`src/rtl/wb_pkg.sv`:
```
// Shared constants and types for the writeback select stage.
package wb_pkg;

    // Conventional source slots on the writeback mux
    localparam int unsigned WB_SRC_ALU  = 0;
    localparam int unsigned WB_SRC_MEM  = 1;
    localparam int unsigned WB_SRC_JAL  = 2;
    localparam int unsigned WB_SRC_CMOV = 3;

    localparam int unsigned WB_DEF_WIDTH = 32;
    localparam int unsigned WB_DEF_REGW  = 5;

    typedef enum logic [0:0] {
        WB_IDLE,
        WB_WAIT
    } wb_state_e;

endpackage

```
`src/rtl/wb_src_select.sv`:
```
// Combinational NSRC:1 selector over a flattened source bus.
module wb_src_select #(
    parameter int unsigned WIDTH = 32,
    parameter int unsigned NSRC  = 4,
    parameter int unsigned SELW  = 2
) (
    input  logic [SELW-1:0]       sel,
    input  logic [NSRC*WIDTH-1:0] src_data,
    input  logic [NSRC-1:0]       src_valid,
    output logic [WIDTH-1:0]      data,
    output logic                  valid,
    output logic                  illegal
);

    // Walk the legal indices; anything unmatched is an illegal selector
    always_comb begin
        data    = '0;
        valid   = 1'b0;
        illegal = 1'b1;
        for (int k = 0; k < NSRC; k++) begin
            if (sel == SELW'(k)) begin
                data    = src_data[k*WIDTH +: WIDTH];
                valid   = src_valid[k];
                illegal = 1'b0;
            end
        end
    end

endmodule

```
`src/rtl/wb_select_stage.sv`:
```
// Writeback select-and-register stage: picks a result source, waits for late
// sources with a bounded timeout, and registers the writeback for the RF port.
module wb_select_stage
    import wb_pkg::*;
#(
    parameter int unsigned WIDTH   = WB_DEF_WIDTH,
    parameter int unsigned NSRC    = 4,
    parameter int unsigned REGW    = WB_DEF_REGW,
    parameter int unsigned TIMEOUT = 16,
    parameter int unsigned SELW    = $clog2(NSRC)
) (
    input  logic                  clk,
    input  logic                  rst_n,
    input  logic                  in_valid,
    output logic                  in_ready,
    input  logic [SELW-1:0]       in_sel,
    input  logic [REGW-1:0]       in_rd,
    input  logic                  in_we,
    input  logic [NSRC*WIDTH-1:0] src_data,
    input  logic [NSRC-1:0]       src_valid,
    input  logic                  flush,
    input  logic                  err_clr,
    output logic                  stall,
    output logic                  wb_valid,
    output logic [WIDTH-1:0]      wb_data,
    output logic [REGW-1:0]       wb_rd,
    output logic                  wb_we,
    output logic                  err_sel,
    output logic                  err_timeout
);

    localparam int unsigned CNTW = (TIMEOUT > 1) ? $clog2(TIMEOUT) : 1;
    localparam logic [CNTW-1:0] CNT_LAST = CNTW'(TIMEOUT - 1);

    logic [WIDTH-1:0] sel_data;
    logic             sel_valid;
    logic             sel_illegal;

    wb_src_select #(
        .WIDTH (WIDTH),
        .NSRC  (NSRC),
        .SELW  (SELW)
    ) u_src_select (
        .sel       (in_sel),
        .src_data  (src_data),
        .src_valid (src_valid),
        .data      (sel_data),
        .valid     (sel_valid),
        .illegal   (sel_illegal)
    );

    wb_state_e        state_q, state_d;
    logic [CNTW-1:0]  wait_cnt_q, wait_cnt_d;
    logic             wb_valid_q, wb_valid_d;
    logic [WIDTH-1:0] wb_data_q, wb_data_d;
    logic [REGW-1:0]  wb_rd_q, wb_rd_d;
    logic             wb_we_q, wb_we_d;
    logic             err_sel_q, err_sel_d;
    logic             err_timeout_q, err_timeout_d;

    logic accept, timeout, illegal;

    // Next state: flush beats everything, then illegal sel, accept, timeout.
    // wait_cnt counts every waiting cycle, including the one that leaves IDLE,
    // so an instruction waits at most TIMEOUT cycles in total.
    always_comb begin
        state_d    = state_q;
        wait_cnt_d = wait_cnt_q;
        accept     = 1'b0;
        timeout    = 1'b0;
        illegal    = 1'b0;
        if (flush || !in_valid) begin
            state_d    = WB_IDLE;
            wait_cnt_d = '0;
        end else if (sel_illegal) begin
            illegal    = 1'b1;
            state_d    = WB_IDLE;
            wait_cnt_d = '0;
        end else if (sel_valid) begin
            accept     = 1'b1;
            state_d    = WB_IDLE;
            wait_cnt_d = '0;
        end else if (state_q == WB_WAIT && wait_cnt_q == CNT_LAST) begin
            timeout    = 1'b1;
            state_d    = WB_IDLE;
            wait_cnt_d = '0;
        end else begin
            state_d    = WB_WAIT;
            wait_cnt_d = wait_cnt_q + 1'b1;
        end
    end

    // Handshake outputs; an illegal selector retires at once, so it never stalls
    always_comb begin
        in_ready = accept | timeout | illegal;
        stall    = in_valid & ~flush & ~sel_illegal & ~sel_valid;
    end

    // Writeback register and sticky error next-state
    always_comb begin
        wb_valid_d    = accept | illegal;
        wb_data_d     = wb_data_q;
        wb_rd_d       = wb_rd_q;
        wb_we_d       = accept & in_we & (in_rd != '0);
        if (accept) begin
            wb_data_d = sel_data;
            wb_rd_d   = in_rd;
        end else if (illegal) begin
            wb_data_d = '0;
            wb_rd_d   = in_rd;
        end
        err_sel_d     = illegal | (err_sel_q & ~err_clr);
        err_timeout_d = timeout | (err_timeout_q & ~err_clr);
    end

    // Control state register
    always_ff @(posedge clk or negedge rst_n) begin
        if (!rst_n) begin
            state_q    <= WB_IDLE;
            wait_cnt_q <= '0;
        end else begin
            state_q    <= state_d;
            wait_cnt_q <= wait_cnt_d;
        end
    end

    // Writeback and error flag registers
    always_ff @(posedge clk or negedge rst_n) begin
        if (!rst_n) begin
            wb_valid_q    <= 1'b0;
            wb_data_q     <= '0;
            wb_rd_q       <= '0;
            wb_we_q       <= 1'b0;
            err_sel_q     <= 1'b0;
            err_timeout_q <= 1'b0;
        end else begin
            wb_valid_q    <= wb_valid_d;
            wb_data_q     <= wb_data_d;
            wb_rd_q       <= wb_rd_d;
            wb_we_q       <= wb_we_d;
            err_sel_q     <= err_sel_d;
            err_timeout_q <= err_timeout_d;
        end
    end

    assign wb_valid    = wb_valid_q;
    assign wb_data     = wb_data_q;
    assign wb_rd       = wb_rd_q;
    assign wb_we       = wb_we_q;
    assign err_sel     = err_sel_q;
    assign err_timeout = err_timeout_q;

endmodule
```
`config.mk`:
```
export PLATFORM = sky130hd
export DESIGN_NAME = wb_select_stage
export DESIGN_NICKNAME = d
export VERILOG_FILES = /design/src/rtl/wb_pkg.sv /design/src/rtl/wb_src_select.sv /design/src/rtl/wb_select_stage.sv
export SDC_FILE = /design/constraint.sdc
export NUM_CORES = 1
export LEC_CHECK = 0
export BUFFER_PORTS_ARGS = -buffer_cell sky130_fd_sc_hd__clkbuf_2
export CAP_MARGIN = 20
export CORE_AREA = 2 2 79 81
export CTS_BUF_LIST = sky130_fd_sc_hd__clkbuf_8
export CTS_CLUSTER_DIAMETER = 50
export DETAILED_ROUTE_END_ITERATION = 12
export DIE_AREA = 0 0 81 83
export HOLD_SLACK_MARGIN = 0.1
export PLACE_DENSITY = 0.83
export SYNTH_ARGS = -nofsm -noshare
export SYNTH_HDL_FRONTEND = slang
export SYNTH_HIERARCHICAL = 1
export SYNTH_SLANG_ARGS = --single-unit
```
`constraint.sdc`:
```
create_clock -name clk -period 4.2 [get_ports clk]
set_input_delay 0 -clock clk [delete_from_list [all_inputs] [get_ports clk]]
set_output_delay 0 -clock clk [all_outputs]
set_load 0.05 [all_outputs]
```
# Word-level counts from Yosys, hierarchy flattened
# Index checks and enable logic that the tools add are counted.
# totals
reg_bits	46
in_bits	145
out_inout_bits	43
wordCells	68
# op_classes
n_addsub	1
n_eq_ne	4
n_mux	33
bitwise_logic	16
reduce_logical	6
# ops
operator	count
$mux 32	6
$mux 1	21
$mux 4	4
$mux 5	2
$and 1x1->1	7
$or 1x1->1	5
$reduce_bool 5->1	1
$add 4x1->4 const B	1
$eq 2x2->1 const B	2
$eq 4x4->1 const B	1
$not 1->1	4
$eq 2x1->1 const B	1
$logic_not 2->1	1
$reduce_bool 2->1	1
$logic_and 1x1->1	1
$logic_not 1->1	1
$logic_or 1x1->1	1

# Longest topological paths before layout
# Gate-level depths: netlist of the first run.
# logic_depth
ltp_word	10
depth_mapped	6
ltp_nobuf	4

# Hierarchy
# Netlist of the first run, hierarchy kept.
# by_module_without_submodules
mod	n_inst	cells_per_inst	area_each_um2	seq_area_each_um2
wb_select_stage	1	116	1739.2	1151.1
wb_src_select	1	43	855.8	0.0

# Least setup slack after synthesis of the first run
# No wires, ideal clock.
# synth_path
kind	input -> register
startpoint	in in_sel[0]
endpoint	reg wait_cnt_q[3]
setup_ns	0.076
t_arrival_ns	2.160
t_required_ns	4.124
setup_slack_ns	1.965
stages	5
path_buffers	1
path_cell_list	buf_6 -> mux4_1 -> nor4b_2 -> nand2_1 -> nor2_1
# synth_between
elab_chain_len	8
word_cells_on_any_way	15
cone_classes	eq/ne: 3; mux: 11; reduce/logical: 1
# synth_rtl
item	line	text
start: declaration	wb_select_stage.sv:16	input logic [SELW-1:0] in_sel,
$logic_not 2->1	wb_src_select.sv:21	if (sel == SELW'(k)) begin
$mux 1 (3 in a row)	wb_src_select.sv:21	
$mux 1 *	wb_src_select.sv:21	
net sel_valid	wb_select_stage.sv:36	logic sel_valid;
$mux 4 *	wb_select_stage.sv:79	end else if (sel_valid) begin
$mux 4 *	wb_select_stage.sv:75	end else if (sel_illegal) begin
$mux 4 *	wb_select_stage.sv:72	if (flush || !in_valid) begin
net wait_cnt_d[3]	wb_select_stage.sv:53	logic [CNTW-1:0] wait_cnt_q, wait_cnt_d;
end signal: assignment	wb_select_stage.sv:123	wait_cnt_q <= wait_cnt_d;
end: declaration	wb_select_stage.sv:53	
# The timed path passes the listed nets; every way through them passes the cells marked *.
# A chain may end at the register's enable or synchronous reset.

# Final worst setup path of the first run
# layout_path
startpoint	in in_sel[1]
endpoint	out in_ready
# layout_between
elab_chain_len	10
word_cells_on_any_way	22
cone_classes	eq/ne: 3; mux: 16; bitwise: 2; reduce/logical: 1
# layout_rtl
item	line	text
$logic_not 2->1	wb_src_select.sv:21	
$mux 1 (3 in a row)	wb_src_select.sv:21	
$mux 1 *	wb_src_select.sv:21	
net sel_valid	wb_select_stage.sv:36	
$mux 1	wb_select_stage.sv:79	
$mux 1	wb_select_stage.sv:75	
$mux 1	wb_select_stage.sv:72	
$or 1x1->1 * (2 in a row)	wb_select_stage.sv:95	in_ready = accept | timeout | illegal;
end: declaration	wb_select_stage.sv:15	output logic in_ready,
# Marks and branches as above.

==> results.tsv, run 1 <==
stage	metric	value	unit
clock_network	Max Buffers Root-to-Sink	2	
pwr	Switch Pwr	0.4489	mW
route	drt total wl	6907	um
placement	DP Area	3478	um2
sta	Slew Limit Headroom	33.07	%
synthesis	EDFF count, synth	0	
sta	fin crit share	49.52	%
placement	worst slack at placement	1.895	ns
pwr	Peak VDD IR	0.2316	mV
sta	post-route worst setup slack	2.120	ns
sta	Max Slew Vio Count	0	
global_route	all-layer global routing usage	21.40	%
route	via count	2232	
die	die span in y	83	um
global_route	vias in the first global route	2400	
clock_network	CTS Sinks	46	
critical_path	Register-to-Register Path Depth	4	
critical_path	r2r startpoint	wait_cnt_q[0]	
synthesis	top cells by count, synth	dfrtp_1 (46), a22o_1 (32), mux4_2 (30)	
synthesis	#FFs+latches synth	46	
critical_path	CP most frequent cell	clkbuf_2	
synthesis	Netlist cell types	29	
synthesis	syn nets	305	
final_layout	P&R area growth vs syn	43.54	%
route	DRC	0	
pwr	PwrDens	334.8	nW/um2
route	router iterations before antenna repair	4	
clock_network	CTS root buffer	clkbuf_8	
critical_path	crit path kind	primary input to output pin	
global_route	first-pass GRT wire length	11060	um
placement	HPWL after detailed placement	5491	um
synthesis	mux contribution to synthesized area	31.24	%
clock_network	TritonCTS clock tree	done	
critical_path	required time worst endpoint	4.20	ns
critical_path	CP Max Fanout	39	
synthesis	Mapped Area	2595	um2
final_layout	Fill cells	478	
final_layout	antenna cells	0	
route	antenna viol nets, final	0	
clock_network	H-tree depth	2	
synthesis	Post-synth ARST share	100.0	%
final_layout	fin area	3725	um2
clock_network	Worst-path clk slew	0.08	ns
hold_path	path type of the worst min-delay path	primary input to flop	
sta	hold_ws	0.1360	ns
critical_path	crit end category	output pin	
die	I/O pin cnt	188	
route	Vias/cell	5.239	
critical_path	max incr delay on CP	0.81	ns
global_route	largest net degree at the start of global routing	47	
synthesis	post-synth top area cell	dfrtp_1	
placement	RePlAce Congestion	0.7479	
synthesis	simple-gate portion of the synthesized area	3.954	%
pwr	Seq pwr share	42.0	%
global_route	gr ovfl total	0	
synthesis	Post-Synth Adder-Cell Area	0.4822	%
critical_path	r2r endpoint	err_timeout	
critical_path	CP Data Arrival Time	2.08	ns
synthesis	Yosys warning count	6	
pwr	Sw Ratio	35.99	%
placement	PortBufs	187	
sta	Setup Skew	0.0008576	ns
synthesis	Top FF cell, synth	dfrtp_1	
die	DIE WIDTH	81	um
clock_network	worst-skew pair later-pin latency	0.29	ns
critical_path	family with the most delay on the worst path	compound AO/OA/AOI/OAI gates	
synthesis	largest cells by area after synthesis	dfrtp_1 (44%), mux4_2 (26%), a22o_1 (11%)	
sta	Peak Freq	480.8	MHz
sta	Final Hold Fails	0	
sta	RSZ-0062 raised after global routing	false	
critical_path	r2r setup slk	2.83	ns
die	Initial Util	44.62	%
critical_path	CP Cell Sequence	clkbuf_2 > buf_4 > mux4_1 > o21ai_4 > nand2_2 > clkbuf_2	
global_route	initial antenna violation count	0	
synthesis	Post-Synthesis Cells	159	
route	Initial DRC Count	61	
critical_path	CP startpoint kind	primary input	
flow_run	Max-Cap Viols	0	
pwr	clock share of power	21.5	%
final_layout	share of cells above drive strength 1	66.67	%
sta	setup total negative slack	0	ns
pwr	Comb pwr share	36.6	%
synthesis	Seq/Total Area, Yosys	44.36	%
final_layout	Final #Nets	496	
synthesis	post-synthesis compound-gate area fraction	12.05	%
sta	worst slew pin tran	1.000	ns
route	mean routed wirelength per cell	16.21	um
synthesis	most frequent cell after synthesis	dfrtp_1	
synthesis	xor/xnor cell area share of the yosys netlist	0.6750	%
hold_path	Cells on Worst Hold Path	3	
synthesis	syn avg cell area	16.32	um2
critical_path	Max stage delay cell, worst path	o21ai_4	
die	row count	28	
critical_path	Buf+Inv Stages, Crit Path	3	
die	Std-Cell Core Area	5816	um2
pwr	P_int	0.7983	mW
synthesis	largest family of logic cells by synthesized area	multiplexers	
run_status	outcome	finished, final reports clean	
die	die area	6723	um2
sta	Final Setup Violations	0	
hold_path	worst hold start	src_data[127]	
sta	crit path time final	2.080	ns
synthesis	post-synth top area share	44.36	%
pwr	Leak Pwr	1.983	nW
hold_path	Hold EP	wb_data[31]	
clock_network	TritonCTS Buffers	5	
[cell type report]
cell class / count / area [um2] / area share (%)
clock buffer: 6 / 82.58 / 2.217
timing repair buffer: 201 / 1106 / 29.69
clock inverter: 2 / 8.758 / 0.2351
sequential: 46 / 1151 / 30.90
multi-input combinational: 92 / 1267 / 34.03
inverter: 4 / 15.01 / 0.4031
tap: 75 / 93.84 / 2.519
[power by group through the flow]
| stage | Combinational (mW) | Sequential, mW | Clock (mW) |
|---|---|---|---|
| 2_1_floorplan | 0.139 | 0.701 | 0 |
| 3_3_place_gp | 0.439 | 0.530 | 0 |
| 3_5_place_dp | 0.449 | 0.531 | 0 |
| 4_1_cts | 0.456 | 0.523 | 0.276 |
| 5_1_grt | 0.484 | 0.528 | 0.292 |
| 6_report | 0.456 | 0.523 | 0.268 |
[placed cells by master, fill, tap and decap left out, types with 2 or more instances in the layout]
cell	Yosys	final
clkbuf_2	0	187
dfrtp_1	46	46
a22o_1	32	32
mux4_2	30	30
dlygate4sd3_1	0	10
clkbuf_8	0	6
inv_1	4	5
mux2_1	5	5
mux4_1	3	3
xor2_1	2	2
and2_1	2	2
nand2_1	2	2
nor2_1	2	2
buf_16	0	2
buf_4	2	2
[metrics by stage]
stage,cells,utilization [%],power [mW]
final,426,64.05,1.247
after global routing,426,64.05,1.304
after CTS,424,63.10,1.255
after detailed placement,406,59.81,0.9805
after global placement,406,59.81,0.9695
after floorplan,159,-,0.8397
[registers in the layout (all words and copies together) (netlist names)]
name	count
wb_data	32
err_timeout	1
state_q	1
wait_cnt_q	4
err_sel	1
wb_we	1
wb_valid	1
wb_rd	5
[worst register-to-register path, stage by stage, from the launching register on]
cell and delay [ns]:
dfrtp_1 0.38, ha_1 0.19, nand4_1 0.11, or4b_4 0.56, o21ai_2 0.07
[per-layer routing]
metal / vias to the layer above / track usage, % / part of all wire [%] / wire [um]
met5: - / 0 / 0 / 0
met1: 1084 / 25.26 / 38 / 2602
met2: 111 / 38.32 / 54 / 3756
met4: 0 / 7.088 / 1.4 / 95
met3: 8 / 4.130 / 6.5 / 452
li1: 1029 / - / - / -
[cells by family after synthesis]
group | Yosys count
and+or+nand+nor | 14
DFF | 46
adders and majority gates | 1
xor gates and xnor gates | 2
muxes | 38
AOI/OAI and AO/OA | 36
other | 1
buffers and inverters | 21
[worst max path at each step]
stage / from / to / depth (start not counted)
after detailed placement: in_sel[1] / wb_rd[2] / 5
after CTS: flush / wb_we / 6
final: in_sel[1] / in_ready / 6
after floorplan: in_sel[0] / wait_cnt_q[3] / 5
after global routing: in_sel[1] / in_ready / 6
after global placement: in_sel[1] / wb_rd[4] / 5
[timing repair]
action | CTS | global route
resized for setup | 0 | 0
hold endpoints to repair | 59 | 0
hold buffers | 10 | 0
setup buffers | 0 | 0
No activity file was read; power rests on OpenSTA's default activity.
==> inputs of run 2 (changes only) <==
--- a/config.mk
+++ b/config.mk
@@ -5,15 +5,16 @@
 export SDC_FILE = /design/constraint.sdc
 export NUM_CORES = 1
 export LEC_CHECK = 0
+export ABC_AREA = 1
 export BUFFER_PORTS_ARGS = -buffer_cell sky130_fd_sc_hd__clkbuf_2
 export CAP_MARGIN = 20
-export CORE_AREA = 2 2 79 81
+export CORE_AREA = 2 2 84 86
 export CTS_BUF_LIST = sky130_fd_sc_hd__clkbuf_8
 export CTS_CLUSTER_DIAMETER = 50
 export DETAILED_ROUTE_END_ITERATION = 12
-export DIE_AREA = 0 0 81 83
+export DIE_AREA = 0 0 86 88
 export HOLD_SLACK_MARGIN = 0.1
-export PLACE_DENSITY = 0.83
+export PLACE_DENSITY = 0.79
 export SYNTH_ARGS = -nofsm -noshare
 export SYNTH_HDL_FRONTEND = slang
 export SYNTH_HIERARCHICAL = 1
==> constraint.sdc (replaced) <==
create_clock -name clk -period 2.2 [get_ports clk]
set_input_delay 0 -clock clk [delete_from_list [all_inputs] [get_ports clk]]
set_output_delay 0 -clock clk [all_outputs]
set_load 0.05 [all_outputs]
==> results.tsv, run 2 <==
stage	metric	value	unit	change
sta	Setup Skew	0.001131	ns	+0.0002735 ns
critical_path	r2r endpoint	wait_cnt_q[0]		
synthesis	syn avg cell area	7.073	um2	-57%
synthesis	most frequent cell after synthesis	nand3_1		
global_route	vias in the first global route	3975		+66%
pwr	Peak VDD IR	0.2424	mV	+4.7%
global_route	all-layer global routing usage	29.36	%	+8.0 points
run_status	outcome	finished, final reports clean		
route	via count	3983		+78%
route	DRC	0		unchanged
clock_network	TritonCTS clock tree	done		
hold_path	Hold EP	wb_data[15]		
sta	Peak Freq	478.7	MHz	
clock_network	Max Buffers Root-to-Sink	2		unchanged
critical_path	required time worst endpoint	2.45	ns	-1.75 ns
final_layout	share of cells above drive strength 1	33.49	%	-33 points
final_layout	P&R area growth vs syn	64.97	%	
die	die span in y	88	um	+6.0%
synthesis	Post-Synthesis Cells	403		+150%
critical_path	Register-to-Register Path Depth	6		+2
critical_path	r2r startpoint	wait_cnt_q[0]		
synthesis	top cells by count, synth	nand3_1 (136), nand2_1 (122), dfrtp_1 (46)		
sta	crit path time final	2.089	ns	
final_layout	fin area	4702	um2	+26%
route	router iterations before antenna repair	5		+1
placement	PortBufs	187		unchanged
synthesis	Mapped Area	2850	um2	+9.8%
synthesis	Yosys warning count	6		unchanged
clock_network	worst-skew pair later-pin latency	0.31	ns	+0.02 ns
critical_path	crit path kind	primary input to flop		
final_layout	antenna cells	0		unchanged
sta	Max Slew Vio Count	0		unchanged
flow_run	Max-Cap Viols	0		unchanged
final_layout	most frequent cells in the layout	clkbuf_2 (185), nand3_1 (136), nand2_1 (122)		
final_layout	Largest register FFs	32		unchanged
global_route	first-pass GRT wire length	17700	um	+60%
placement	HPWL after detailed placement	7149	um	+30%
die	I/O pin cnt	188		unchanged
placement	RePlAce Congestion	0.8121		+8.6%
pwr	PwrDens	535.3	nW/um2	+60%
route	mean routed wirelength per cell	15.06	um	-7.1%
synthesis	syn nets	549		+80%
global_route	gr ovfl total	0		unchanged
synthesis	post-synth top area share	40.39	%	-4.0 points
sta	RSZ-0062 raised after global routing	false		
critical_path	CP Data Arrival Time	2.34	ns	+0.26 ns
die	DIE WIDTH	86	um	+6.2%
synthesis	largest cells by area after synthesis	dfrtp_1 (40%), nand3_1 (24%), nand2_1 (16%)		
final_layout	most common library cell in the layout ignoring fill and taps	clkbuf_2		
sta	fin crit share	94.95	%	
route	antenna viol nets, final	0		unchanged
route	Initial DRC Count	208		+240%
route	Vias/cell	5.404		+3.1%
synthesis	Netlist cell types	21		-28%
sta	hold_ws	0.1038	ns	-0.03215 ns
global_route	largest net degree at the start of global routing	35		-26%
synthesis	EDFF count, synth	0		unchanged
final_layout	post-route non-filler standard cell count	737		+73%
pwr	Leak Pwr	2.560	nW	+29%
die	row count	30		+7.1%
placement	DP Area	3809	um2	+9.5%
hold_path	worst hold start	src_data[111]		
sta	Final Setup Violations	0		unchanged
clock_network	CTS root buffer	clkbuf_8		
sta	Slew Limit Headroom	58.21	%	+25 points
clock_network	H-tree depth	2		unchanged
synthesis	#FFs+latches synth	46		unchanged
die	Std-Cell Core Area	6644	um2	+14%
sta	Final Hold Fails	0		unchanged
hold_path	path type of the worst min-delay path	primary input to flop		
route	drt total wl	11100	um	+61%
sta	setup total negative slack	0	ns	unchanged
critical_path	r2r setup slk	1.01	ns	-1.82 ns
final_layout	Final #Nets	802		+62%
die	die area	7568	um2	+13%
clock_network	Worst-path clk slew	0.10	ns	+0.02 ns
global_route	initial antenna violation count	0		unchanged
critical_path	CP startpoint kind	primary input		
critical_path	CP Max Fanout	14		-64%
synthesis	Top FF cell, synth	dfrtp_1		
hold_path	Cells on Worst Hold Path	5		+2
pwr	total design power	2.517	mW	+100%
synthesis	Post-synth ARST share	100.0	%	unchanged
synthesis	Seq/Total Area, Yosys	40.39	%	-4.0 points
placement	placed insts	649		+60%
critical_path	crit end category	flop		
clock_network	TritonCTS Buffers	5		unchanged
clock_network	CTS Sinks	46		unchanged
die	Initial Util	42.90	%	-1.7 points
sta	worst slew pin tran	0.6245	ns	-0.3757 ns
synthesis	post-synth top area cell	dfrtp_1		
run 2: cell count changes after synthesis, sizes merged, moves of 5 or more:
cell | before | now
nand2 | 3 | 122
inv | 4 | 13
a22o | 32 | 0
buf | 15 | 24
nand4 | 1 | 34
mux4 | 33 | 0
mux2 | 5 | 0
nor2 | 2 | 10
clkbuf | 2 | 10
nand3 | 1 | 136
run 2: report_power, final:
group | internal, mW | leakage (nW) | total [mW] | switching [mW]
registers | 0.927 | 0.618 | 0.978 | 0.0511
logic | 0.358 | 1.90 | 0.994 | 0.636
clock network | 0.230 | 0.0447 | 0.545 | 0.316
run 2: logic make-up (layout without fill, tap and decap cells):
logic type	after synthesis	in the layout	synth area share, %
flops	46	46	40.39
fa+ha+maj	1	1	0.4389
other cells	1	1	0.1316
simple gates	304	304	49.52
buf+inv	47	301	8.692
compound gates	4	4	0.8336
run 2: timing repair:
action,in CTS,in global routing
endpoints found under the setup margin,0,1
resized for setup,0,6
setup buffers,0,4
hold endpoints to repair,87,3
hold buffers,75,1
run 2: how the worst max path moves through the flow:
stage | from | endpoint | slack, ns | cells past startpoint
2_1_floorplan | in_sel[0] | wb_data[18] | 1.07 | 9
3_3_place_gp | in_sel[1] | wb_rd[2] | 0.72 | 8
3_5_place_dp | in_sel[1] | wb_data[29] | 0.62 | 8
4_1_cts | in_sel[1] | wb_we | 0.03 | 11
5_1_grt | in_sel[1] | wb_we | 0.02 | 11
6_report | in_sel[1] | wb_we | 0.11 | 11
run 2: per-stage QoR:
step	utilization [%]	setup slack, ns
after floorplan	-	1.071
after global placement	57.33	0.7209
after detailed placement	57.33	0.6153
after CTS	70.04	0.02691
after global routing	70.77	0.02269
final	70.77	0.1110
run 2: worst max-delay path, cell delays in order:
cell and delay (ns):
clkbuf_4 0.20, nor2_2 0.15, nand2_1 0.05, nand4_1 0.15
inv_2 0.10, nor2_2 0.14, buf_6 0.13, nand3_1 0.09
dlygate4sd3_1 0.60, a21oi_1 0.14, dlygate4sd3_1 0.58
run 2: final cells by class:
class                   instances  area (um2)
clock inverters                 3       25.02
fillers                       549        1942
multi-input cells             310        1463
inverters                      13       48.80
well taps                      80       100.1
clock buffers                   5       68.82
repair buffers                280        1846
flip-flops and latches         46        1151
run 2: metal layers:
metal  part of all wire, %  GRT usage, %
met3                   7.7         5.278
met5                     0             0
met1                    39         34.56
met2                    49         52.22
met4                   3.8         13.28
==> inputs of run 3 (changes only) <==
==> constraint.sdc (replaced) <==
create_clock -name clk -period 2.2 [get_ports clk]
set_input_delay 0.33 -clock clk [delete_from_list [all_inputs] [get_ports clk]]
set_output_delay 0.33 -clock clk [all_outputs]
set_load 0.05 [all_outputs]
==> results.tsv, run 3 (synthesis results as in run 2) <==
stage	metric	value	unit	change
sta	setup total negative slack	0	ns	unchanged
critical_path	r2r setup slk	1.07	ns	+0.06 ns
final_layout	most frequent cells in the layout	clkbuf_2 (187), nand3_1 (136), nand2_1 (122)		
final_layout	Final #Nets	721		-10%
die	I/O pin cnt	188		unchanged
global_route	largest net degree at the start of global routing	63		+80%
clock_network	postcts setup bufs	0		unchanged
route	router iterations before antenna repair	4		-1
critical_path	CP Data Arrival Time	1.52	ns	-0.82 ns
sta	Setup Skew	0.001354	ns	+0.0002227 ns
critical_path	crit end category	output pin		
route	Initial DRC Count	129		-38%
critical_path	required time worst endpoint	1.87	ns	-0.58 ns
final_layout	share of cells above drive strength 1	36.98	%	+3.5 points
sta	RSZ-0062 raised after global routing	false		
route	mean routed wirelength per cell	14.23	um	-5.5%
pwr	total design power	2.434	mW	-3.3%
sta	Final Hold Fails	0		unchanged
final_layout	most common library cell in the layout ignoring fill and taps	clkbuf_2		
clock_network	TritonCTS clock tree	done		
placement	RePlAce Congestion	0.7800		-4.0%
critical_path	r2r startpoint	wait_cnt_q[0]		
sta	worst slew pin tran	0.7979	ns	+0.1734 ns
global_route	all-layer global routing usage	25.02	%	-4.3 points
route	Vias/cell	5.335		-1.3%
route	antenna viol nets, final	0		unchanged
die	die area	7568	um2	unchanged
clock_network	H-tree depth	2		unchanged
critical_path	CP Cell Sequence	clkbuf_2 > inv_2 > nand3_1 > nand4_1 > inv_1 > nand3_1 > inv_1 > clkbuf_2		
sta	Slew Limit Headroom	46.80	%	-11 points
flow_run	Max-Cap Viols	0		unchanged
critical_path	crit path kind	primary input to output pin		
pwr	Peak VDD IR	0.2950	mV	+22%
clock_network	worst-skew pair later-pin latency	0.30	ns	about the same
route	drt total wl	9333	um	-16%
critical_path	max incr delay on CP	0.27	ns	-0.33 ns
global_route	first-pass GRT wire length	15150	um	-14%
final_layout	antenna cells	0		unchanged
critical_path	CP Max Fanout	7		-7
route	via count	3500		-12%
hold_path	path type of the worst min-delay path	primary input to asynchronous set/reset pin		
pwr	PwrDens	624.3	nW/um2	+17%
final_layout	fin util	58.68	%	-12 points
final_layout	P&R area growth vs syn	36.79	%	
die	row count	30		unchanged
critical_path	r2r endpoint	wait_cnt_q[3]		
global_route	initial antenna violation count	0		unchanged
clock_network	Worst-path clk slew	0.09	ns	about the same
clock_network	Resize count post-CTS	0		unchanged
pwr	Leak Pwr	2.243	nW	-12%
placement	HPWL after detailed placement	6954	um	-2.7%
die	Std-Cell Core Area	6644	um2	unchanged
sta	Peak Freq	540.8	MHz	+13%
critical_path	CP startpoint kind	primary input		
clock_network	CTS Sinks	46		unchanged
clock_network	TritonCTS Buffers	5		unchanged
critical_path	worst setup path endpoint	stall		
sta	crit path time final	1.849	ns	-0.2399 ns
global_route	vias in the first global route	3360		-15%
run_status	outcome	finished, final reports clean		
placement	PortBufs	187		unchanged
clock_network	# hold bufs at CTS	0		-100%
critical_path	crit path launch	in_sel[1]		
critical_path	Buf+Inv Stages, Crit Path	5		unchanged
die	DIE WIDTH	86	um	unchanged
clock_network	Max Buffers Root-to-Sink	2		unchanged
sta	fin crit share	84.05	%	-11 points
die	die span in y	88	um	unchanged
die	Initial Util	42.90	%	unchanged
global_route	gr ovfl total	0		unchanged
critical_path	family with the most delay on the worst path	buffers and inverters		
sta	Final Setup Violations	0		unchanged
route	DRC	0		unchanged
final_layout	post-route non-filler standard cell count	656		-11%
placement	placed insts	648		-0.15%
critical_path	cell depth of the worst setup path	8		-3
critical_path	Register-to-Register Path Depth	6		unchanged
clock_network	CTS root buffer	clkbuf_8		
sta	Max Slew Vio Count	0		unchanged
critical_path	Max stage delay cell, worst path	clkbuf_2		
final_layout	Largest register FFs	32		unchanged
## run 3: cell types whose count changed in the layout (fill, tap and decap cells not counted), sizes merged
cell         previous run  this run
dlygate4sd3            76         0
clkinv                  1         0
bufinv                  0         1
buf                    17        12
## run 3: cell type report
cell class | count | area, um2
Fill cell | 649 | 2745
Multi-Input combinational cell | 310 | 1463
Sequential cell | 46 | 1151
Timing Repair Buffer | 199 | 1026
Tap cell | 80 | 100.1
Clock buffer | 5 | 68.82
Inverter | 13 | 48.80
Clock inverter | 3 | 41.29
## run 3: stage by stage
step	hold WS (ns)	setup WS, ns	instance area [um2]
final	0.1030	0.3509	3899
after global routing	0.1674	0.1865	3899
after CTS	0.1238	0.3361	3899
after detailed placement	0.4564	0.3466	3789
after global placement	0.4386	0.3805	3789
after floorplan	0.03441	0.4129	2850
## run 3: worst min-delay path by stage
| stage | startpoint | endpoint | cells after the start |
|---|---|---|---|
| after floorplan | rst_n | err_sel | 0 |
| after global placement | rst_n | wb_data[6] | 1 |
| after detailed placement | rst_n | wb_data[6] | 1 |
| after CTS | rst_n | wait_cnt_q[0] | 1 |
| after global routing | rst_n | wb_data[0] | 1 |
| final | rst_n | wait_cnt_q[3] | 1 |
## run 3: layer usage
layer | up-vias | GRT usage (%) | wire, um
li1 | 1719 | - | -
met2 | 170 | 44.61 | 4484
met5 | - | 0 | 0
met3 | 21 | 5.184 | 814
met4 | 0 | 7.792 | 199
met1 | 1590 | 30.37 | 3834
## run 3: power by group
part	leakage (nW)	switching, mW	internal, mW
logic	1.57	0.598	0.246
registers	0.618	0.0465	0.927
clock network	0.0556	0.282	0.334
total	2.24	0.927	1.51
